## config.mk

```make
export PLATFORM = sky130hd
export DESIGN_NAME = fetch_sequencer
export DESIGN_NICKNAME = d
export VERILOG_FILES = /design/src/rtl/fetch_sequencer.sv
export SDC_FILE = /design/constraint.sdc
export NUM_CORES = 1
export LEC_CHECK = 0
export ABC_CLOCK_PERIOD_IN_PS = 2900
export CAP_MARGIN = 20
export CORE_MARGIN = 2
export CORE_UTILIZATION = 46
export DETAILED_ROUTE_END_ITERATION = 8
export PLACE_DENSITY = 0.81
export SLEW_MARGIN = 20
export SYNTH_ARGS = -nofsm -noshare
export SYNTH_HDL_FRONTEND = slang
export SYNTH_SLANG_ARGS = --single-unit
```

## constraint.sdc

```tcl
create_clock -name clk -period 2.9 [get_ports clk]
set_clock_uncertainty 0.2 [all_clocks]
set_input_delay 0.435 -clock clk [delete_from_list [all_inputs] [get_ports clk]]
set_output_delay 0.435 -clock clk [all_outputs]
set_load 0.1 [all_outputs]
```

## src/rtl/fetch_sequencer.sv

```systemverilog
`default_nettype none
// ============================================================================
// Module   : fetch_sequencer
// Brief    : PC owner and instruction fetch controller with a registered
//            valid/ready output stage, redirect, halt/resume and fault.
//            Optional feature macro: FETCH_BOUNDS_CHECK_EN (PC range check).
// Revision : 1.0 - initial release
// ============================================================================
module fetch_sequencer #(
    parameter logic [31:0] START_ADDRESS = 32'h00001000,
    parameter int          MEM_WORDS     = 32
) (
    input  logic        clk,
    input  logic        rst_n,
    output logic [31:0] imem_addr,
    input  logic [31:0] imem_data,
    input  logic        redirect_valid,
    input  logic [31:0] redirect_target,
    input  logic        halt_req,
    input  logic        resume,
    output logic        instr_valid,
    input  logic        instr_ready,
    output logic [31:0] instr_out,
    output logic [31:0] instr_pc,
    output logic        fault,
    output logic [31:0] fault_pc
);

    localparam logic [1:0] c_boot  = 2'd0;
    localparam logic [1:0] c_run   = 2'd1;
    localparam logic [1:0] c_halt  = 2'd2;
    localparam logic [1:0] c_fault = 2'd3;

    logic [1:0]  r_state;
    logic [31:0] r_pc;
    logic        r_instr_valid;
    logic [31:0] r_instr_out;
    logic [31:0] r_instr_pc;
    logic        r_fault;
    logic [31:0] r_fault_pc;

    logic        w_load;
    logic        w_misaligned;
    logic        w_bound_fault;
    logic [1:0]  w_redirect_state;

    assign w_load       = !r_instr_valid || instr_ready;
    assign w_misaligned = (redirect_target[1:0] != 2'b00);

`ifdef FETCH_BOUNDS_CHECK_EN
    localparam logic [31:0] c_fetch_limit = START_ADDRESS + 32'(4 * MEM_WORDS);
    assign w_bound_fault = (r_pc < START_ADDRESS) || (r_pc >= c_fetch_limit);
`else
    assign w_bound_fault = 1'b0;
`endif

    // State reached after an aligned redirect; halt/resume still apply.
    always_comb begin
        w_redirect_state = c_run;
        case (r_state)
            c_run:   w_redirect_state = halt_req ? c_halt : c_run;
            c_halt:  w_redirect_state = (resume && !halt_req) ? c_run : c_halt;
            default: w_redirect_state = c_run;
        endcase
    end

    always_ff @(posedge clk or negedge rst_n) begin
        if (!rst_n) begin
            r_state       <= c_boot;
            r_pc          <= START_ADDRESS;
            r_instr_valid <= 1'b0;
            r_instr_out   <= 32'd0;
            r_instr_pc    <= 32'd0;
            r_fault       <= 1'b0;
            r_fault_pc    <= 32'd0;
        end else if (r_state != c_fault && redirect_valid) begin
            // Held fetch is discarded regardless of whether it was accepted.
            r_instr_valid <= 1'b0;
            if (w_misaligned) begin
                r_state    <= c_fault;
                r_fault    <= 1'b1;
                r_fault_pc <= redirect_target;
            end else begin
                r_pc    <= redirect_target;
                r_state <= w_redirect_state;
            end
        end else begin
            case (r_state)
                c_boot: begin
                    r_state <= c_run;
                end
                c_run: begin
                    if (halt_req) begin
                        r_state <= c_halt;
                        if (instr_ready) begin
                            r_instr_valid <= 1'b0;
                        end
                    end else if (w_load) begin
                        if (w_bound_fault) begin
                            r_state       <= c_fault;
                            r_fault       <= 1'b1;
                            r_fault_pc    <= r_pc;
                            r_instr_valid <= 1'b0;
                        end else begin
                            r_instr_out   <= imem_data;
                            r_instr_pc    <= r_pc;
                            r_instr_valid <= 1'b1;
                            r_pc          <= r_pc + 32'd4;
                        end
                    end
                end
                c_halt: begin
                    if (instr_ready) begin
                        r_instr_valid <= 1'b0;
                    end
                    if (resume && !halt_req) begin
                        r_state <= c_run;
                    end
                end
                default: begin
                    r_instr_valid <= 1'b0;
                end
            endcase
        end
    end

    assign imem_addr   = r_pc;
    assign instr_valid = r_instr_valid;
    assign instr_out   = r_instr_out;
    assign instr_pc    = r_instr_pc;
    assign fault       = r_fault;
    assign fault_pc    = r_fault_pc;

endmodule
`default_nettype wire

```

==> impl_results.md <==
* Final Cycle Share at 83.0%
* Max cap viols at 0
* Seq/Total Area, Yosys at 55.6%
* CTS tree: built
* Post-DR vias/cell at 5.40
* Die H at 118 µm
* CTS resizes at 0
* Async SR Flop Fraction at 100%
* Pin count of the biggest net entering global routing at 91
* Crit end category: register
* Most frequent cells in the layout: 227 x nand2_1, 147 x buf_4, 131 x dfrtp_1
* Wire per inst at 16.7 µm
* Max Transition Viols Final at 0
* Total negative setup slack at 0 ns
* Slew @ Worst Pin at 0.799 ns
* Clk sinks at 132
* Reg2reg path depth at 5
* N_diodes at 0
* Setup crit start kind: register
* Total of fill cells in the finished design at 994
* Port buffer count at 199
* Yosys warnings at 0
* Seq cells post-synth at 132
* Gate Count Post-Synth at 628
* RSZ-0062 raised after global routing: no
* Layout cells sized above 1 at 26.7%
* Antenna Violating Nets Remaining at 0
* # Post-CTS Setup Buffers at 0
* Final #Nets at 907
* FP Rows at 41
* Core area at 12600 µm²
* Most common cell after layout, fill and taps aside: nand2_1
* Vias in the first global route at 5427
* H-tree depth at 4
* IO Count at 200
* Max-slew headroom at 46.8%
* Average size of a mapped cell at 9.46 µm²
* Clock buffer count from CTS at 17
* Gp weighted congestion at 0.878
* Clk Latency, worst-skew pair at 0.41 ns
* First-pass DRT Iterations at 5
* Residual DRC at 0
* Hpwl dp at 12300 µm
* Initial drt markers at 578
* Number of setup violations in the final report at 0
* CP Max Fanout at 25
* Die W at 118 µm
* Hold path depth at 2
* Post-synth EDFFs at 0
* CP required at 2.99 ns
* Initial antenna violation count at 0
* Crit Path Category: register to register
* Total grt overflow at 0
* # hold bufs at CTS at 1
* Yosys cell types at 53
* Final min period at 2.41 ns
* Max frequency at 415 MHz
* Initial Utilization at 47.1%
* Hold Path Class: register to register
* Final WL at 17000 µm
* Worst path arrival time at 2.50 ns
* First-pass GRT wire length at 27800 µm
* Final Hold Viols at 0
* Final worst setup slack at 0.493 ns
* Die area at 13800 µm²
* Bufs on Longest Clock Path at 2
* Post-Syn Area at 5940 µm²
* Top_reg_cell synth: dfrtp_1
* Status: finished clean
* Post-Syn Nets at 704
* Worst-path clk slew at 0.05 ns
* Pre-CTS setup slack at 0.365 ns
* Total track usage at 25.0%
* CTS root buffer: clkbuf_16
* Vias at 5483
* Synth-to-layout area growth at 42.3%
[per-stage QoR]
stage / hold slack, ns / util, % / cell area, µm² / std cells
after floorplan: -0.0606 / - / 5940 / 628
after global placement: 0.258 / 61.9 / 7810 / 983
after detailed placement: 0.265 / 61.9 / 7810 / 983
after CTS: 0.279 / 67.0 / 8450 / 1016
after global routing: 0.294 / 67.0 / 8450 / 1016
final: 0.273 / 67.0 / 8450 / 1016
[sequential cells by signal (all words and copies together), names as in the netlist]
| name | cells |
|---|---|
| instr_pc | 32 |
| fault | 1 |
| r_state | 2 |
| instr_out | 32 |
| imem_addr | 32 |
| fault_pc | 32 |
| instr_valid | 1 |
[final cells by class]
cell class / instances / area, µm² / area share (%)
multi-input combinational: 456 / 2450 / 29.0
clock inverter: 9 / 150 / 1.78
timing repair buffer: 218 / 1830 / 21.6
clock buffer: 23 / 478 / 5.66
sequential: 132 / 3300 / 39.1
tap: 172 / 215 / 2.55
inverter: 6 / 22.5 / 0.267
[cell families after synthesis]
family / synth area share (%)
compound gates: 10.0
fa+ha+maj: 1.26
buf+inv: 3.27
flops: 55.6
mux: 5.86
simple gates: 24.0
[cells in the mapped netlist, types with 5 or more instances]
cell       number  area (µm²)
or3_1           6        37.5
inv_1           6        22.5
buf_2          10        50.1
nor3_1          5        25.0
mux2_2         30         338
ha_1            6        75.1
nor2_1         26        97.6
a2bb2oi_1       7        61.3
o21ai_0        20         100
dfrtp_1       131        3280
clkbuf_1       18        67.6
nand4_1        10        62.6
a21oi_1        31         155
and3_1         10        62.6
nand3_1        13        65.1
o22ai_1        10        62.6
nand2_1       227         852
and2_1          5        31.3
[path summary, 6_finish.rpt]
path	start	end	slack, ns
min in group asynchronous	rst_n	instr_out[13]	0.46
setup reg to reg	r_state[0]	fault_pc[8]	0.49
hold / removal	instr_out[8]	instr_out[8]	0.27
setup / recovery	r_state[0]	fault_pc[8]	0.49
hold reg to reg	instr_out[8]	instr_out[8]	0.27
max in group asynchronous	rst_n	imem_addr[28]	1.29
[worst max-delay path, cell delays in order (launching register included)]
cell and delay [ns]:
dfrtp_1 0.43, ha_1 0.24, nand2b_2 0.40, nor2_2 0.28
buf_4 0.34, mux2_2 0.38
[per-layer routing]
layer / routed length, µm / vias to the layer above / global-route usage (%)
li1: - / 2549 / -
met1: 6970 / 2588 / 31.8
met2: 8140 / 295 / 40.5
met3: 1360 / 51 / 6.73
met4: 540 / 0 / 10.1
met5: 0 / - / 0
Power is not shown: default switching activity piles up to over one toggle a cycle in this logic, so the estimate is an artifact.
